==> src/rtl/seg7_pkg.sv <==
// Shared constants and the hex-to-segment encoding for the seven-segment scan driver.
package seg7_pkg;

    localparam int SEG_W = 7;

    // Bit positions inside the {a,b,c,d,e,f,g} segment vector.
    localparam int SEG_A = 6;
    localparam int SEG_B = 5;
    localparam int SEG_C = 4;
    localparam int SEG_D = 3;
    localparam int SEG_E = 2;
    localparam int SEG_F = 1;
    localparam int SEG_G = 0;

    function automatic logic [SEG_W-1:0] hex7_encode(input logic [3:0] nib);
        logic [SEG_W-1:0] seg;
        seg = 7'b0000000;
        case (nib)
            4'h0:    seg = 7'b1111110;
            4'h1:    seg = 7'b0110000;
            4'h2:    seg = 7'b1101101;
            4'h3:    seg = 7'b1111001;
            4'h4:    seg = 7'b0110011;
            4'h5:    seg = 7'b1011011;
            4'h6:    seg = 7'b1011111;
            4'h7:    seg = 7'b1110000;
            4'h8:    seg = 7'b1111111;
            4'h9:    seg = 7'b1111011;
            4'hA:    seg = 7'b1110111;
            4'hB:    seg = 7'b0011111;
            4'hC:    seg = 7'b0001101;
            4'hD:    seg = 7'b0111101;
            4'hE:    seg = 7'b1001111;
            4'hF:    seg = 7'b1000111;
            default: seg = 7'b0000000;
        endcase
        return seg;
    endfunction

endpackage

==> src/rtl/seg7_hex_decode.sv <==
// Combinational nibble-to-segment decoder, active-high segments {a..g}.
module seg7_hex_decode
    import seg7_pkg::*;
(
    input  logic [3:0]       nibble,
    output logic [SEG_W-1:0] seg
);

    assign seg = hex7_encode(nibble);

endmodule

==> src/rtl/seg7_scan_driver.sv <==
// Time-multiplexed seven-segment driver: frame-synchronous shadow registers,
// digit scan with brightness PWM, leading-zero suppression and registered pins.
module seg7_scan_driver
    import seg7_pkg::*;
#(
    parameter int NUM_DIGITS     = 4,
    parameter int REFRESH_DIV    = 50000,
    parameter bit SEG_ACTIVE_LOW = 1'b0,
    parameter bit AN_ACTIVE_LOW  = 1'b0
) (
    input  logic                    clk,
    input  logic                    reset,
    input  logic                    load,
    input  logic [4*NUM_DIGITS-1:0] value,
    input  logic [NUM_DIGITS-1:0]   dp_in,
    input  logic [NUM_DIGITS-1:0]   blank_in,
    input  logic                    lzs_en,
    input  logic [3:0]              brightness,
    input  logic                    enable,
    output logic [SEG_W-1:0]        leds,
    output logic                    dp,
    output logic [NUM_DIGITS-1:0]   anode,
    output logic                    frame_tick
);

    localparam int PRE_CNT = REFRESH_DIV / 16;
    localparam int PW      = (PRE_CNT > 1) ? $clog2(PRE_CNT) : 1;
    localparam int IW      = (NUM_DIGITS > 1) ? $clog2(NUM_DIGITS) : 1;

    localparam logic [PW-1:0]         PRE_LAST = PW'(PRE_CNT - 1);
    localparam logic [IW-1:0]         IDX_LAST = IW'(NUM_DIGITS - 1);
    localparam logic [NUM_DIGITS-1:0] AN_ONE   = NUM_DIGITS'(1);
    localparam logic [NUM_DIGITS-1:0] AN_OFF   = AN_ACTIVE_LOW ? {NUM_DIGITS{1'b1}} : {NUM_DIGITS{1'b0}};
    localparam logic [SEG_W-1:0]      SEG_OFF  = SEG_ACTIVE_LOW ? {SEG_W{1'b1}} : {SEG_W{1'b0}};
    localparam logic                  DP_OFF   = SEG_ACTIVE_LOW;

    logic [PW-1:0]           pre_r;
    logic [3:0]              sub_r;
    logic [IW-1:0]           idx_r;
    logic [4*NUM_DIGITS-1:0] pend_val_r, act_val_r;
    logic [NUM_DIGITS-1:0]   pend_dp_r, act_dp_r;
    logic [NUM_DIGITS-1:0]   pend_blank_r, act_blank_r;
    logic [NUM_DIGITS-1:0]   anode_r;
    logic [SEG_W-1:0]        leds_r;
    logic                    dp_r;
    logic                    ft_r;

    logic                    pre_tc_s;
    logic                    slot_end_s;
    logic                    boundary_s;
    logic                    zero_run_s;
    logic [NUM_DIGITS-1:0]   lzs_mask_s;
    logic [3:0]              nib_s;
    logic [SEG_W-1:0]        seg_s;
    logic                    dark_s;

    assign pre_tc_s   = (pre_r == PRE_LAST);
    assign slot_end_s = pre_tc_s && (sub_r == 4'd15);
    assign boundary_s = slot_end_s && (idx_r == IDX_LAST);

    // Scan timing: prescaler, 16-step subslot counter and digit index.
    always_ff @(posedge clk or posedge reset) begin
        if (reset) begin
            pre_r <= {PW{1'b0}};
            sub_r <= 4'd0;
            idx_r <= {IW{1'b0}};
        end else begin
            if (pre_tc_s) begin
                pre_r <= {PW{1'b0}};
                sub_r <= sub_r + 4'd1;
            end else begin
                pre_r <= pre_r + PW'(1);
                sub_r <= sub_r;
            end
            if (slot_end_s) begin
                idx_r <= (idx_r == IDX_LAST) ? {IW{1'b0}} : idx_r + IW'(1);
            end else begin
                idx_r <= idx_r;
            end
        end
    end

    // Shadow registers: loads land in pending; active only changes on a frame boundary.
    always_ff @(posedge clk or posedge reset) begin
        if (reset) begin
            pend_val_r   <= {(4*NUM_DIGITS){1'b0}};
            pend_dp_r    <= {NUM_DIGITS{1'b0}};
            pend_blank_r <= {NUM_DIGITS{1'b0}};
            act_val_r    <= {(4*NUM_DIGITS){1'b0}};
            act_dp_r     <= {NUM_DIGITS{1'b0}};
            act_blank_r  <= {NUM_DIGITS{1'b0}};
        end else begin
            if (load) begin
                pend_val_r   <= value;
                pend_dp_r    <= dp_in;
                pend_blank_r <= blank_in;
            end else begin
                pend_val_r   <= pend_val_r;
                pend_dp_r    <= pend_dp_r;
                pend_blank_r <= pend_blank_r;
            end
            // A load coinciding with the boundary bypasses pending so it is not lost for a frame.
            if (boundary_s && load) begin
                act_val_r   <= value;
                act_dp_r    <= dp_in;
                act_blank_r <= blank_in;
            end else if (boundary_s) begin
                act_val_r   <= pend_val_r;
                act_dp_r    <= pend_dp_r;
                act_blank_r <= pend_blank_r;
            end else begin
                act_val_r   <= act_val_r;
                act_dp_r    <= act_dp_r;
                act_blank_r <= act_blank_r;
            end
        end
    end

    // Leading-zero mask: a digit is suppressed while it and all higher digits are zero without dp.
    always_comb begin
        zero_run_s = 1'b1;
        lzs_mask_s = {NUM_DIGITS{1'b0}};
        for (int k = NUM_DIGITS - 1; k >= 0; k--) begin
            zero_run_s    = zero_run_s & (act_val_r[4*k +: 4] == 4'h0) & ~act_dp_r[k];
            lzs_mask_s[k] = lzs_en & zero_run_s & (k != 0);
        end
    end

    assign nib_s  = act_val_r[{idx_r, 2'b00} +: 4];
    assign dark_s = ~enable | act_blank_r[idx_r] | lzs_mask_s[idx_r] | (sub_r > brightness);

    seg7_hex_decode u_decode (
        .nibble (nib_s),
        .seg    (seg_s)
    );

    // Registered pins: a single register stage keeps anode glitch-free and never multi-hot.
    always_ff @(posedge clk or posedge reset) begin
        if (reset) begin
            anode_r <= AN_OFF;
            leds_r  <= SEG_OFF;
            dp_r    <= DP_OFF;
            ft_r    <= 1'b0;
        end else begin
            ft_r <= boundary_s;
            if (dark_s) begin
                anode_r <= AN_OFF;
                leds_r  <= SEG_OFF;
                dp_r    <= DP_OFF;
            end else begin
                anode_r <= (AN_ONE << idx_r) ^ AN_OFF;
                leds_r  <= seg_s ^ SEG_OFF;
                dp_r    <= act_dp_r[idx_r] ^ DP_OFF;
            end
        end
    end

    assign anode      = anode_r;
    assign leds       = leds_r;
    assign dp         = dp_r;
    assign frame_tick = ft_r;

endmodule
==> config.mk <==
export PLATFORM = sky130hd
export DESIGN_NAME = seg7_scan_driver
export DESIGN_NICKNAME = d
export VERILOG_FILES = /design/src/rtl/seg7_pkg.sv /design/src/rtl/seg7_hex_decode.sv /design/src/rtl/seg7_scan_driver.sv
export SDC_FILE = /design/constraint.sdc
export NUM_CORES = 1
export LEC_CHECK = 0
export ABC_AREA = 1
export BUFFER_PORTS_ARGS = -buffer_cell sky130_fd_sc_hd__buf_4
export CAP_MARGIN = 20
export CORE_MARGIN = 1.5
export CORE_UTILIZATION = 52
export CTS_CLUSTER_SIZE = 10
export DETAILED_ROUTE_END_ITERATION = 8
export PLACE_DENSITY_LB_ADDON = 0.3
export RECOVER_POWER = 100
export SLEW_MARGIN = 30
export SYNTH_ARGS = -nofsm -noshare
export SYNTH_HDL_FRONTEND = slang
export SYNTH_HIERARCHICAL = 1
export SYNTH_SLANG_ARGS = --single-unit
==> constraint.sdc <==
create_clock -name clk -period 2.25 [get_ports clk]
set_clock_uncertainty 0.2 [all_clocks]
set_input_delay 0.1125 -clock clk [delete_from_list [all_inputs] [get_ports clk]]
set_output_delay 0.1125 -clock clk [all_outputs]
set_load 0.1 [all_outputs]
==> impl_metrics.json <==
{
  "fin_util_pct": 65.4,
  "die_y_um": 89.8,
  "die-area_sq_um": 8070,
  "power_switching_uw": 569,
  "drt_pass1_iterations": 4,
  "min_to": "pend_val_r[14]",
  "n_fill_cell": 624,
  "r2r_end": "act_val_r[8]",
  "htree_levels": 3,
  "ys_seq_area_share_pct": 50.4,
  "grt_setup_unrepaired": "no",
  "layout_common_cells": "nand2_1 (111), dfrtp_1 (79), inv_1 (52), nor2_1 (45), nand3_1 (41)",
  "p_sw_share_pct": 21.7,
  "dpl_worst_slack_ns": 0.248,
  "path_class": "reg2reg",
  "postPlaceCellArea_sq_um": 4390,
  "cts.path.max_buffers": 2,
  "drv_slew": 0,
  "intPower_mw": 2.06,
  "gp_congestion": 0.880,
  "fin_crit_ns": 2.09,
  "vias_per_cell": 5.00,
  "worst_slew_pin_slew_ns": 1.17,
  "r2r-start": "pre_r[0]",
  "drtIter0Drc": 150,
  "power.total_mw": 2.63,
  "p_leak_nw": 2.44,
  "grt_antenna_before_repair": 0,
  "grt_pass1_vias": 3103,
  "min_path_type": "in2reg",
  "synth-async-reset-ratio_pct": 100,
  "ys_ff_latch": 79,
  "maxCapViolations": 0,
  "synth_top_area_share_pct": 50.4,
  "grt_pass1_wl_um": 13600,
  "cts-root-buf": "clkbuf_8",
  "fp.dieW_um": 89.8,
  "max_freq_mhz": 479,
  "portBuffers": 45,
  "clkLatencyLatePin_ns": 0.35,
  "synth_area_leaders": "dfrtp_1 (50%), nand2_1 (11%), mux2_2 (6.9%)",
  "power_frac_seq_pct": 56.0,
  "dp_hpwl_um": 5320,
  "ys_warn_count": 6,
  "netlist_instances": 440,
  "synth_area_per_cell_sq_um": 8.91,
  "gr-total-overflow": 0,
  "cp-end-kind": "flop",
  "layout-drive-gt1-share_pct": 14.8,
  "ant_nets": 0,
  "p_per_area_nw_per_um2": 554,
  "fin_area_sq_um": 4740,
  "finalNonFillerCells": 620,
  "cts_setup_buffers": 0,
  "clk_pin_slew_ns": 0.08,
  "wire_per_inst_um": 12.0,
  "clkSinkCount": 79,
  "fin_tns_setup_ns": 0,
  "power_frac_clock_pct": 37.4,
  "synth.largest_area_cell": "dfrtp_1",
  "ios": 46,
  "core_sq_um": 7250,
  "vias": 3097,
  "num_rows": 31,
  "path_max_fanout": 26,
  "crit_path_start_kind": "flop",
  "final_common_cell": "nand2_1",
  "reg2reg_setup_slack_ns": 0.16,
  "synth_edf_count": 0,
  "critPathArrivalTime_ns": 2.17,
  "cts_resized": 0,
  "period_share_pct": 92.9,
  "grt_start_max_net_pins": 32,
  "initial_utilization_pct": 54.0,
  "numCtsBuffers": 9,
  "hold_ws_ns": 0.0758,
  "required_ns": 2.33,
  "nets": 569,
  "ctsHoldBuffers": 25,
  "peakVddDrop_v": 0.000310,
  "drc": 0,
  "worst_slack_ns": 0.161,
  "n_antenna_cell": 0,
  "reg2regPathDepth": 9,
  "ys_types": 32,
  "synth_nets": 491,
  "grt_usage_pct": 20.8,
  "dp_cells": 581,
  "outcome": "complete, no violations",
  "p_comb_share_pct": 6.7,
  "area_growth_pct": 21.0,
  "setup_viol": 0,
  "min_from": "load",
  "slew_headroom_pct": 22.4,
  "multi_input_area_sq_um": 1630,
  "hold_viol": 0,
  "regArea_sq_um": 1980,
  "syn_area_sq_um": 3920,
  "synthFlopType": "dfrtp_1",
  "whs_path_depth": 2,
  "wl_um": 7410,
  "tritoncts": "done"
}
## logic make-up after synthesis
group,count (synthesis),share of synthesized area (%)
fa+ha+maj,18,5.75
mux,24,6.90
flops,79,50.4
buf+inv,72,8.17
compound gates,29,4.02
xor+xnor,7,1.56
simple gates,211,23.1
## flip-flops by register name, summed over array words and instances (netlist names)
name	flops
leds	7
act_dp_r	4
pend_val_r	16
sub_r	4
pre_r	12
frame_tick	1
dp	1
pend_blank_r	4
act_blank_r	4
pend_dp_r	4
anode	4
idx_r	2
act_val_r	16
## cells in the mapped netlist, types with 4 or more instances
cell type  number
nand2_1       111
dfrtp_1        79
inv_1          53
nor2_1         44
nand3_1        41
mux2_2         24
ha_1           18
o21ai_0        16
a21oi_1         6
buf_2           5
buf_6           5
xor2_1          5
clkbuf_1        4
## worst max-delay path, stage by stage, from the launching register on
cell	delay, ns
dfrtp_1	0.41
inv_1	0.08
ha_1	0.16
nand2_1	0.05
nor2_1	0.24
nand3_4	0.21
nor2_8	0.14
clkbuf_4	0.32
nand3_1	0.13
nand2_1	0.08
## power by group through the flow
stage               logic, mW  clock network (mW)  registers, mW
global route            0.198                1.07           1.48
global placement        0.154                   0           1.50
CTS                     0.194                1.01           1.47
detailed placement      0.159                   0           1.50
floorplan              0.0890                   0           1.50
finish                  0.176               0.982           1.47
## layout make-up
type | count | area share [%]
Timing Repair Buffer | 83 | 13.1
Sequential cell | 79 | 41.7
Tap cell | 99 | 2.61
Clock buffer | 10 | 2.69
Clock inverter | 4 | 1.03
Inverter | 56 | 4.51
Multi-Input combinational cell | 289 | 34.3
## worst max-delay path by stage
stage | startpoint | to | slack, ns | cells after the start
2_1_floorplan | idx_r[0] | leds[3] | 0.03 | 12
3_3_place_gp | idx_r[0] | leds[3] | 0.32 | 11
3_5_place_dp | idx_r[1] | leds[3] | 0.25 | 10
4_1_cts | idx_r[1] | leds[3] | 0.21 | 10
5_1_grt | idx_r[1] | leds[3] | 0.006 | 10
6_report | pre_r[0] | act_val_r[8] | 0.16 | 9
## layer usage
layer | share of wire (%) | up-vias | global-route usage [%]
li1 | - | 1540 | -
met1 | 46 | 1448 | 26.1
met2 | 47 | 91 | 35.1
met3 | 4.8 | 18 | 3.89
met4 | 2.2 | 0 | 9.52
met5 | 0 | - | 0
No activity file was read; power rests on OpenSTA's default activity.
